File: config.mk
export PLATFORM = sky130hd
export DESIGN_NAME = bellek_hakem
export DESIGN_NICKNAME = d
export VERILOG_FILES = /design/src/rtl/bellek_hakem.sv
export SDC_FILE = /design/constraint.sdc
export NUM_CORES = 1
export LEC_CHECK = 0
export BUFFER_PORTS_ARGS = -buffer_cell sky130_fd_sc_hd__buf_2
export CAP_MARGIN = 20
export CORE_ASPECT_RATIO = 1.5
export CORE_MARGIN = 2
export CORE_UTILIZATION = 30
export DETAILED_ROUTE_END_ITERATION = 16
export HOLD_SLACK_MARGIN = 0.1
export REMOVE_ABC_BUFFERS = 1
export SYNTH_ARGS = -nofsm -noshare
export SYNTH_HDL_FRONTEND = slang
export SYNTH_SLANG_ARGS = --single-unit
File: constraint.sdc
create_clock -name saat -period 1.8 [get_ports saat]
set_clock_uncertainty 0.05 [all_clocks]
set_input_delay 0.36 -clock saat [delete_from_list [all_inputs] [get_ports saat]]
set_output_delay 0.36 -clock saat [all_outputs]
set_load 0.02 [all_outputs]
File: src/rtl/bellek_hakem.sv
// bellek_hakem: round-robin arbiter and single-transaction sequencer that lets
// instruction fetch (g_) and load/store (v_) share one variable-latency memory.
// Optional wait timeout: define BELLEK_HAKEM_ZAMAN_ASIMI_EN to enable it.
module bellek_hakem #(
  parameter int unsigned ADRES_W     = 32,
  parameter int unsigned VERI_W      = 32,
  parameter int unsigned ZAMAN_ASIMI = 16
) (
  input  logic                  saat,
  input  logic                  reset,
  // instruction fetch requester
  input  logic                  g_istek,
  input  logic [ADRES_W-1:0]    g_adres,
  output logic                  g_kabul,
  output logic                  g_gecerli,
  output logic [VERI_W-1:0]     g_veri,
  // load/store requester
  input  logic                  v_istek,
  input  logic                  v_yaz,
  input  logic [ADRES_W-1:0]    v_adres,
  input  logic [VERI_W-1:0]     v_yveri,
  input  logic [VERI_W/8-1:0]   v_bayt,
  output logic                  v_kabul,
  output logic                  v_gecerli,
  output logic [VERI_W-1:0]     v_veri,
  // memory port
  output logic                  b_istek,
  output logic                  b_yaz,
  output logic [ADRES_W-1:0]    b_adres,
  output logic [VERI_W-1:0]     b_yveri,
  output logic [VERI_W/8-1:0]   b_bayt,
  input  logic                  b_hazir,
  input  logic [VERI_W-1:0]     b_overi,
  output logic                  hata
);

  localparam int unsigned BAYT_W   = VERI_W / 8;
  localparam int unsigned SAYAC_W  = 8;
  localparam logic        SON_G    = 1'b0;
  localparam logic        SON_V    = 1'b1;

  typedef enum logic {BOS = 1'b0, BEKLE = 1'b1} durum_t;

  // Reject timeout values the 8-bit wait counter cannot represent.
  if (ZAMAN_ASIMI < 2 || ZAMAN_ASIMI > 255) begin : g_parametre_kontrol
    $error("bellek_hakem: ZAMAN_ASIMI must be in 2..255");
  end

  durum_t               durum_q, durum_d;
  logic                 son_q, son_d;
  logic                 b_istek_q, b_istek_d;
  logic                 b_yaz_q, b_yaz_d;
  logic [ADRES_W-1:0]   b_adres_q, b_adres_d;
  logic [VERI_W-1:0]    b_yveri_q, b_yveri_d;
  logic [BAYT_W-1:0]    b_bayt_q, b_bayt_d;
  logic                 g_kabul_q, g_kabul_d;
  logic                 g_gecerli_q, g_gecerli_d;
  logic [VERI_W-1:0]    g_veri_q, g_veri_d;
  logic                 v_kabul_q, v_kabul_d;
  logic                 v_gecerli_q, v_gecerli_d;
  logic [VERI_W-1:0]    v_veri_q, v_veri_d;

  logic                 g_kazanir_c;
  logic                 v_kazanir_c;
  logic                 zaman_doldu_c;

`ifdef BELLEK_HAKEM_ZAMAN_ASIMI_EN
  logic [SAYAC_W-1:0]   sayac_q, sayac_d;
  logic                 hata_q, hata_d;

  // Timeout fires on the wait edge where the counter reaches its last value.
  assign zaman_doldu_c = !b_hazir && (sayac_q == SAYAC_W'(ZAMAN_ASIMI - 1));
  assign hata          = hata_q;
`else
  assign zaman_doldu_c = 1'b0;
  assign hata          = 1'b0;
`endif

  // Arbitration: a lone requester wins; on contention the one not granted last wins.
  assign g_kazanir_c = g_istek && (!v_istek || (son_q == SON_V));
  assign v_kazanir_c = v_istek && !g_kazanir_c;

  // State register.
  always_ff @(posedge saat or negedge reset) begin
    if (!reset) begin
      durum_q <= BOS;
    end else begin
      durum_q <= durum_d;
    end
  end

  // Next-state logic.
  always_comb begin
    durum_d = durum_q;
    case (durum_q)
      BOS:     if (g_istek || v_istek)      durum_d = BEKLE;
      BEKLE:   if (b_hazir || zaman_doldu_c) durum_d = BOS;
      default: durum_d = BOS;
    endcase
  end

  // Output/datapath next values: grant capture, completion and timeout handling.
  always_comb begin
    son_d       = son_q;
    b_istek_d   = b_istek_q;
    b_yaz_d     = b_yaz_q;
    b_adres_d   = b_adres_q;
    b_yveri_d   = b_yveri_q;
    b_bayt_d    = b_bayt_q;
    g_kabul_d   = 1'b0;
    g_gecerli_d = 1'b0;
    g_veri_d    = g_veri_q;
    v_kabul_d   = 1'b0;
    v_gecerli_d = 1'b0;
    v_veri_d    = v_veri_q;
`ifdef BELLEK_HAKEM_ZAMAN_ASIMI_EN
    sayac_d     = sayac_q;
    hata_d      = 1'b0;
`endif
    case (durum_q)
      BOS: begin
        if (g_kazanir_c) begin
          b_istek_d = 1'b1;
          b_yaz_d   = 1'b0;
          b_adres_d = g_adres;
          b_yveri_d = '0;
          b_bayt_d  = '1;
          g_kabul_d = 1'b1;
          son_d     = SON_G;
`ifdef BELLEK_HAKEM_ZAMAN_ASIMI_EN
          sayac_d   = '0;
`endif
        end else if (v_kazanir_c) begin
          b_istek_d = 1'b1;
          b_yaz_d   = v_yaz;
          b_adres_d = v_adres;
          b_yveri_d = v_yveri;
          b_bayt_d  = v_bayt;
          v_kabul_d = 1'b1;
          son_d     = SON_V;
`ifdef BELLEK_HAKEM_ZAMAN_ASIMI_EN
          sayac_d   = '0;
`endif
        end
      end
      BEKLE: begin
        if (b_hazir) begin
          b_istek_d = 1'b0;
          if (son_q == SON_G) begin
            g_gecerli_d = 1'b1;
            if (!b_yaz_q) g_veri_d = b_overi;
          end else begin
            v_gecerli_d = 1'b1;
            if (!b_yaz_q) v_veri_d = b_overi;
          end
        end
`ifdef BELLEK_HAKEM_ZAMAN_ASIMI_EN
        else if (zaman_doldu_c) begin
          b_istek_d = 1'b0;
          hata_d    = 1'b1;
          if (son_q == SON_G) begin
            g_gecerli_d = 1'b1;
            g_veri_d    = '0;
          end else begin
            v_gecerli_d = 1'b1;
            v_veri_d    = '0;
          end
        end else begin
          sayac_d = sayac_q + SAYAC_W'(1);
        end
`endif
      end
      default: begin
        b_istek_d = 1'b0;
      end
    endcase
  end

  // Registered outputs and arbitration history; reset drops any transaction in flight.
  always_ff @(posedge saat or negedge reset) begin
    if (!reset) begin
      son_q       <= SON_V;
      b_istek_q   <= 1'b0;
      b_yaz_q     <= 1'b0;
      b_adres_q   <= '0;
      b_yveri_q   <= '0;
      b_bayt_q    <= '0;
      g_kabul_q   <= 1'b0;
      g_gecerli_q <= 1'b0;
      g_veri_q    <= '0;
      v_kabul_q   <= 1'b0;
      v_gecerli_q <= 1'b0;
      v_veri_q    <= '0;
`ifdef BELLEK_HAKEM_ZAMAN_ASIMI_EN
      sayac_q     <= '0;
      hata_q      <= 1'b0;
`endif
    end else begin
      son_q       <= son_d;
      b_istek_q   <= b_istek_d;
      b_yaz_q     <= b_yaz_d;
      b_adres_q   <= b_adres_d;
      b_yveri_q   <= b_yveri_d;
      b_bayt_q    <= b_bayt_d;
      g_kabul_q   <= g_kabul_d;
      g_gecerli_q <= g_gecerli_d;
      g_veri_q    <= g_veri_d;
      v_kabul_q   <= v_kabul_d;
      v_gecerli_q <= v_gecerli_d;
      v_veri_q    <= v_veri_d;
`ifdef BELLEK_HAKEM_ZAMAN_ASIMI_EN
      sayac_q     <= sayac_d;
      hata_q      <= hata_d;
`endif
    end
  end

  assign b_istek   = b_istek_q;
  assign b_yaz     = b_yaz_q;
  assign b_adres   = b_adres_q;
  assign b_yveri   = b_yveri_q;
  assign b_bayt    = b_bayt_q;
  assign g_kabul   = g_kabul_q;
  assign g_gecerli = g_gecerli_q;
  assign g_veri    = g_veri_q;
  assign v_kabul   = v_kabul_q;
  assign v_gecerli = v_gecerli_q;
  assign v_veri    = v_veri_q;

endmodule

==> results.tsv, run 1 <==
metric	value	unit
critical_path.startpoint	b_hazir	
cp.arrival	1940	ps
numCtsBuffers	17	
num_io_pins	277	
clkTransAtPathRegs	60	ps
reg2reg_slack	210	ps
synth.distinct_cells	28	
crit_end	g_veri[17]	
hold_path.startpoint	v_yveri[20]	
worst_ir_drop_vdd	0.609	mV
wire_per_inst	16.6	um
p_per_area	1750	nW/um^2
grt_max_degree	67	
fin_crit_sh	94.5	%
coreArea	17900	um^2
dp_hpwl	10.8	mm
clock.fmax	0.588	GHz
synth_area_leader_cell	dfrtp_1	
clockRootBuffer	clkbuf_16	
synth_seq_cells	140	
drt_first_pass_iters	4	
synth_warnings	0	
dr.max_layer_used	met4	
yosysTopAreaCellShare	63.6	%
leakage	4.01	nW
drive_gt1_share	48.1	%
wl_met2	8.41	mm
setup_viol	0	
cts_resized	0	
grt_overflow	0	
ys.flop_type	dfrtp_1	
syn_inst	424	
cts_tree	done	
initial_core_util	30.5	%
grtUsageTotal	16.4	%
nets	876	
slew_headroom	60.2	%
required	2040	ps
worstRegToRegCells	4	
path_class	input pin to flop	
die_area	19400	um^2
place_congestion	0.781	
rows	60	
rsz0062_at_grt	false	
finalCriticalPeriod	1700	ps
met1Wirelength	6.26	mm
area_delta_synth_final	50.3	%
die_x	114	um
crit_fanout	32	
wirelength	16.1	mm
cts_hold_buffers	39	
grt_pass1_wl	24.6	mm
max_cap_violations	0	
post_cts_buffers	0	
drc_errors	0	
wl_met3	1.01	mm
outcome	complete, no violations	
first_iter_violations	242	
worstSetupEndpointType	flop	
cts.sinks	140	
min_path_type	input pin to flop	
tns	0	ps
syn_area_per_cell	12.9	um^2
reg2reg_to	v_veri[24]	
synthTopCellsByArea	dfrtp_1 64%, mux2_1 6.6%, mux2_2 6.6%	
yosysMostFrequentCell	dfrtp_1	
via_per_inst	4.86	
n_antenna_cell	0	
antenna_found_initial	1	
clock_latency	410	ps
hold_viol_final	0	
cts_buffer_depth	2	
tightest_slew	596	ps
grt_pass1_vias	4774	
synth_edf_count	0	
slew_viol_final	0	
p_total	14.4	mW
yosysSeqAreaShare	64.0	%
vias	4698	
htree_num_levels	4	
fill_cells	1710	
die_y	169	um
start_kind	input pin	
r2r-start	son_q	
ys_async_sr_fraction	100	%
synthTopCellsByCount	139 x dfrtp_1, 33 x a22o_1, 33 x nor2_1, 33 x o21ai_0	
netlist_area	5470	um^2
ant_nets	0	
io_buffers	275	
## final cells by class
class / instances / area, um^2 / share of cell area [%]
multi-input combinational: 246 / 1810 / 22.0
inverter: 3 / 11.3 / 0.137
tap: 217 / 272 / 3.30
timing repair buffer: 330 / 1990 / 24.2
clock buffer: 19 / 453 / 5.51
clock inverter: 12 / 184 / 2.24
sequential: 140 / 3500 / 42.6
## per-layer routing
metal / up-vias / GRT usage (%)
met5: - / 0
met4: 0 / 6.31
met3: 25 / 4.54
met2: 217 / 29.0
met1: 2290 / 18.7
li1: 2166 / -
## sequential cells by signal (all words and copies together) (netlist names)
register / count
b_adres: 32
b_yveri: 32
g_veri: 32
v_veri: 32
b_bayt: 4
b_istek: 1
b_yaz: 1
durum_q: 1
g_gecerli: 1
g_kabul: 1
son_q: 1
v_gecerli: 1
v_kabul: 1
## report_power, final
part           total, mW  internal, mW  switching, mW
Sequential          5.17          4.48          0.687
Combinational       5.48          2.16           3.32
Clock               3.76          2.40           1.36
## kinds of logic after synthesis
| kind of cell | count (synthesis) | synth area share, % |
|---|---|---|
| muxes | 64 | 13.2 |
| DFF | 140 | 64.0 |
| buffers and inverters | 38 | 3.38 |
| and+or+nand+nor | 44 | 3.36 |
| other | 1 | 0.0685 |
| AOI/OAI and AO/OA | 137 | 16.0 |
## critical path: stages
cell and delay [ps]:
dlygate4sd3_1 540, buf_2 140, nand2_1 120, nor3_4 170, buf_12 240, mux2_2 360
## how the worst min path moves through the flow
stage / end / slack (ps) / cells past startpoint
after detailed placement: g_veri[18] / 270 / 1
after floorplan: b_adres[0] / 10 / 0
after global routing: b_yveri[13] / 110 / 2
after CTS: v_veri[4] / 100 / 2
after global placement: g_veri[18] / 270 / 1
final: b_yveri[20] / 120 / 2
## layout by cell type (no fill, tap or decap), types with 2 or more instances in the layout
cell / instances
clkbuf_16: 17
buf_4: 8
bufinv_16: 4
buf_2: 274
dfrtp_1: 139
clkinv_4: 2
o21ai_0: 33
clkinvlp_4: 2
o22a_1: 4
a22o_1: 33
buf_12: 8
nand2_1: 4
a31oi_1: 32
inv_1: 2
clkbuf_8: 2
nor2_1: 33
inv_6: 3
dlygate4sd3_1: 39
mux2_2: 32
a21oi_1: 32
mux2_1: 32
## through the flow
| stage | hold slack (ps) | setup WS (ps) | instances | utilization [%] | area, um^2 |
|---|---|---|---|---|---|
| after floorplan | 14.4 | -1450 | 389 | - | 5300 |
| after global placement | 267 | 236 | 897 | 40.1 | 7200 |
| after detailed placement | 267 | 211 | 897 | 40.1 | 7200 |
| after CTS | 101 | 122 | 967 | 45.8 | 8220 |
| after global routing | 110 | 19.8 | 967 | 45.8 | 8220 |
| final | 122 | 98.1 | 967 | 45.8 | 8220 |
Note: power is estimated with default switching activity, not from simulation.
==> run 2, diff against run 1 <==
--- a/config.mk
+++ b/config.mk
@@ -14,4 +14,5 @@
 export HOLD_SLACK_MARGIN = 0.1
 export REMOVE_ABC_BUFFERS = 1
+export SLEW_MARGIN = 40
 export SYNTH_ARGS = -nofsm -noshare
 export SYNTH_HDL_FRONTEND = slang
==> constraint.sdc (replaced) <==
create_clock -name saat -period 1.4 [get_ports saat]
set_clock_uncertainty 0.05 [all_clocks]
set_input_delay 0.14 -clock saat [delete_from_list [all_inputs] [get_ports saat]]
set_output_delay 0.14 -clock saat [all_outputs]
set_load 0.02 [all_outputs]
==> run 2 against run 1 <==
Compared with the run above: the run now ends with negative setup slack left; hold slack got worse by 4.6 ps; final area rose by 18%; sequential share of layout area fell by 6.4 points; critical path depth fell by 2; setup slack got worse by 200 ps; combinational power rose by 49%; total power rose by 40%; sequential power rose by 29%; first-iteration DRC count rose by 19%; routed wire length rose by 18%; largest power group unchanged.
==> results.tsv, run 2 (same netlist as run 1, synthesis figures left out) <==
metric	value	unit	change
max_cap_violations	0		unchanged
hold_viol_final	0		unchanged
outcome	finished with violations		was complete, no violations
post_cts_buffers	0		unchanged
initial_core_util	30.5	%	unchanged
setup_viol	94		was 0
n_antenna_cell	0		unchanged
path_class	flop to flop		was input pin to flop
clkTransAtPathRegs	60	ps	about the same
fin_util	54.0	%	was 45.8%
cp.arrival	1740	ps	was 1940 ps
die_area	19400	um^2	unchanged
dp_hpwl	11.4	mm	was 10.8 mm
grt_pass1_wl	27.8	mm	was 24.6 mm
hold_path.startpoint	v_istek		was v_yveri[20]
die_x	114	um	unchanged
via_per_inst	4.88		was 4.86
coreArea	17900	um^2	unchanged
place_congestion	0.827		was 0.781
violations	negative setup slack		
wire_per_inst	17.4	um	was 16.6 um
crit_fanout	26		was 32
first_iter_violations	287		was 242
setup_ws	-103	ps	was 98.1 ps
layout_commonest_cell	buf_2		unchanged
grt_max_degree	41		was 67
rows	60		unchanged
nets	994		was 876
clock_latency	410	ps	about the same
io_buffers	275		unchanged
vias	5299		was 4698
cts_buffer_depth	2		unchanged
wirelength	18.9	mm	was 16.1 mm
grt_pass1_vias	5607		was 4774
worst_ir_drop_vdd	0.773	mV	was 0.609 mV
drc_errors	0		unchanged
drt_first_pass_iters	4		unchanged
worstSetupEndpointType	flop		unchanged
num_io_pins	277		unchanged
finalCriticalPeriod	1500	ps	
grt_overflow	0		unchanged
whs	118	ps	was 122 ps
p_per_area	2090	nW/um^2	was 1750 nW/um^2
grtUsageTotal	18.4	%	was 16.4%
start_kind	flop		was input pin
area_delta_synth_final	76.9	%	was 50.3%
cts.sinks	140		unchanged
mostFrequentLayoutCells	274 x buf_2, 139 x dfrtp_1, 136 x dlygate4sd3_1		was 274 x buf_2, 139 x dfrtp_1, 39 x dlygate4sd3_1
clock.fmax	0.665	GHz	
fin_crit_sh	107	%	
rsz0062_at_grt	true		was false
r2r-start	son_q		unchanged
leakage	4.75	nW	was 4.01 nW
clockRootBuffer	clkbuf_16		unchanged
slew_viol_final	0		unchanged
cts_tree	done		unchanged
critical_path.startpoint	son_q		was b_hazir
required	1640	ps	was 2040 ps
drive_gt1_share	47.3	%	was 48.1%
die_y	169	um	unchanged
ant_nets	0		unchanged
numCtsBuffers	17		unchanged
antenna_found_initial	0		was 1
min_path_type	input pin to flop		unchanged
htree_num_levels	4		unchanged
[run 2: changes by cell type in the layout (fill, tap and decap cells not counted), moves of 2 or more]
cell / previous run / this run
inv_6: 3 / 1
clkbuf_16: 17 / 20
buf_4: 8 / 19
nand2b_4: 0 / 2
mux2_1: 32 / 6
mux2_4: 0 / 26
bufinv_16: 4 / 7
buf_12: 8 / 12
clkinv_4: 2 / 4
dlygate4sd3_1: 39 / 136
buf_6: 1 / 3
[run 2: what timing repair did]
item,CTS,global route
gates cloned,1,4
hold buffers,136,0
hold endpoints to repair,275,0
setup endpoints to repair,115,129
pin swaps,12,11
gates resized for setup,9,27
[run 2: stage by stage]
step / power [mW] / instance area (um^2) / instances / setup TNS [ps] / worst slack [ps]
CTS: 19.8 / 9500 / 1082 / -5540 / -102
finish: 20.2 / 9680 / 1086 / -4920 / -103
detailed placement: 14.0 / 7370 / 913 / -4860 / -94.8
global placement: 13.8 / 7370 / 913 / -3110 / -64.2
global route: 21.3 / 9680 / 1086 / -11040 / -148
floorplan: 10.8 / 5300 / 389 / -149740 / -1630
[run 2: power by group]
part,internal [mW],switching (mW)
combinational,3.61,4.57
sequential,5.76,0.897
clock,3.59,1.76
[run 2: path summary, 6_finish.rpt]
check                           slack, ps  cells past startpoint          to
worst max-delay path                 -100                      4  g_veri[12]
worst min-delay path                  120                      4       son_q
worst max register to register       -100                      4  g_veri[12]
worst min register to register        430                      1  g_veri[30]
max in group asynchronous             590                      3  g_veri[16]
min in group asynchronous             170                      2   g_veri[7]
[run 2: critical path, cell delays in order, from the launching register on]
cell and delay [ps]:
dfstp_2 370, buf_4 140, nor3_4 220, buf_12 220
mux2_2 360
[run 2: cell type report]
type / instances / area, um^2
clock buffers: 19 / 443
clock inverters: 13 / 262
fillers: 1470 / 8260
inverters: 3 / 11.3
multi-input cells: 246 / 1940
flip-flops and latches: 140 / 3500
well taps: 217 / 272
repair buffers: 448 / 3250
[run 2: metal layers]
layer	GRT usage (%)	wire length (um)
met5	0	0
met4	10.7	741
met3	4.64	1180
met2	32.5	9860
met1	19.7	7140
==> run 3, diff against run 2 <==
==> constraint.sdc (replaced) <==
create_clock -name saat -period 1.4 [get_ports saat]
set_clock_uncertainty 0.05 [all_clocks]
set_input_delay 0.07 -clock saat [delete_from_list [all_inputs] [get_ports saat]]
set_output_delay 0.07 -clock saat [all_outputs]
set_load 0.02 [all_outputs]
==> run 3 against run 2 <==
Compared with the run above: the flow still finishes with violations (negative setup slack); combinational power rose by 9.2%; setup slack got worse by 10 ps; global-route usage is 0.92 points higher; flip-flop and latch count unchanged; hold slack got worse by 9.6 ps; critical path depth is 1 higher; sequential power grew 1%; first-iteration DRC count up 6.3%; critical path type unchanged; largest power group unchanged.
==> results.tsv, run 3 (same netlist as run 1, synthesis figures left out) <==
metric	value	unit	change
slew_viol_final	0		unchanged
num_io_pins	277		unchanged
critPathSlowestCell	dfstp_2		unchanged
max_cap_violations	0		unchanged
violations	negative setup slack		unchanged
ant_nets	0		unchanged
clkTransAtPathRegs	60	ps	about the same
setup_ws	-114	ps	was -103 ps
p_per_area	2020	nW/um^2	was 2090 nW/um^2
drt_first_pass_iters	5		was 4
area_delta_synth_final	82.5	%	was 76.9%
fin_crit_sh	108	%	was 107%
cts_tree	done		unchanged
fill_cells	1451		was 1470
worst_ir_drop_vdd	0.851	mV	was 0.773 mV
path_class	flop to flop		unchanged
htree_num_levels	4		unchanged
start_kind	flop		unchanged
clock.fmax	0.661	GHz	was 0.665 GHz
die_x	114	um	unchanged
layout_commonest_cell	buf_2		unchanged
rows	60		unchanged
die_y	169	um	unchanged
cts_buffer_depth	2		unchanged
wire_per_inst	18.5	um	was 17.4 um
min_path_type	input pin to asynchronous set/reset pin		was input pin to flop
hold_viol_final	0		unchanged
nets	1006		was 994
dp_hpwl	11.5	mm	was 11.4 mm
outcome	finished with violations		unchanged
clock_latency	410	ps	about the same
via_per_inst	4.91		was 4.88
drc_errors	0		unchanged
reg2reg_slack	-110	ps	was -100 ps
fin_util	55.7	%	was 54.0%
finalCriticalPeriod	1510	ps	was 1500 ps
drive_gt1_share	48.8	%	was 47.3%
placed_cells	914		was 913
setup_viol	120		was 94
grtUsageTotal	19.4	%	was 18.4%
numCtsBuffers	17		unchanged
coreArea	17900	um^2	unchanged
io_buffers	275		unchanged
cts.sinks	140		unchanged
place_congestion	0.822		was 0.827
critPathMostFrequentCell	buf_6		
grt_max_degree	42		was 41
grt_pass1_wl	29.0	mm	was 27.8 mm
placed_cell_area	7410	um^2	was 7370 um^2
mostFrequentLayoutCells	274 x buf_2, 139 x dfrtp_1, 136 x dlygate4sd3_1		unchanged
vias	5393		was 5299
wirelength	20.3	mm	was 18.9 mm
required	1640	ps	about the same
worstSetupEndpointType	flop		unchanged
cp_cell_sequence	buf_6 > nor3_4 > buf_6 > clkbuf_16 > mux2_4		was buf_4 > nor3_4 > buf_12 > mux2_2
grt_overflow	0		unchanged
initial_core_util	30.5	%	unchanged
path_delay_family	buffers and inverters		was flip-flops
leakage	4.90	nW	was 4.75 nW
grt_pass1_vias	5713		was 5607
first_iter_violations	305		was 287
fin_area	9990	um^2	was 9680 um^2
antenna_found_initial	0		unchanged
crit_fanout	6		was 26
clockRootBuffer	clkbuf_16		unchanged
stdcell_count	1099		was 1086
cp_num_buf_inv	3		was 2
cpPeakStageDelay	380	ps	was 370 ps
die_area	19400	um^2	unchanged
rsz0062_at_grt	true		unchanged
cp.arrival	1760	ps	was 1740 ps
[run 3: path summary, 6_finish.rpt]
check                                 from          to  cells past startpoint
worst min-delay path                 reset   g_veri[7]                      2
min in group saat                  g_istek     b_istek                      3
max in group asynchronous            reset   g_veri[5]                      3
worst max register to register       son_q  g_veri[20]                      5
worst min register to register  v_veri[17]  v_veri[17]                      1
worst max-delay path                 son_q  g_veri[20]                      5
[run 3: area by class of cell]
cell class	count	area, um^2	area share, %
diodes	1	2.50	0.0251
clock buffers	19	443	4.43
clock inverters	13	141	1.42
inverters	3	11.3	0.113
multi-input cells	247	2110	21.1
flip-flops and latches	140	3500	35.1
well taps	217	272	2.72
repair buffers	459	3500	35.1
[run 3: timing repair]
action | in CTS | in global routing
endpoints found under the hold margin | 279 | 0
hold buffers | 136 | 0
resized for setup | 39 | 44
setup buffers | 3 | 2
cloned | 3 | 9
pin swaps | 4 | 22
setup endpoints to repair | 86 | 130
[run 3: report_power, final]
part           total [mW]  internal (mW)  switching [mW]  leakage, nW
registers            6.73           5.76           0.965         1.67
logic                8.94           4.15            4.80         2.94
clock network        4.47           2.69            1.78        0.292
[run 3: per-stage QoR]
step	TNS [ps]	worst slack [ps]	power [mW]	hold WS, ps
after floorplan	-145050	-1560	10.8	-276
after global placement	-3580	-68.2	13.9	-16.0
after detailed placement	-4800	-104	14.0	-15.7
after CTS	-5050	-89.9	19.5	103
after global routing	-13240	-149	21.2	136
final	-7370	-114	20.1	108
[run 3: worst reg2reg max path, cell delays in order, from the launching register on]
cell	delay [ps]
dfstp_2	380
buf_6	120
nor3_4	210
buf_6	170
clkbuf_16	170
mux2_4	310
[run 3: routing by layer]
layer,share of wire (%),routed length (um),GRT usage [%]
met1,38,7610,20.4
met2,53,10800,35.3
met3,6.0,1210,5.18
met4,3.1,634,9.17
met5,0,0,0
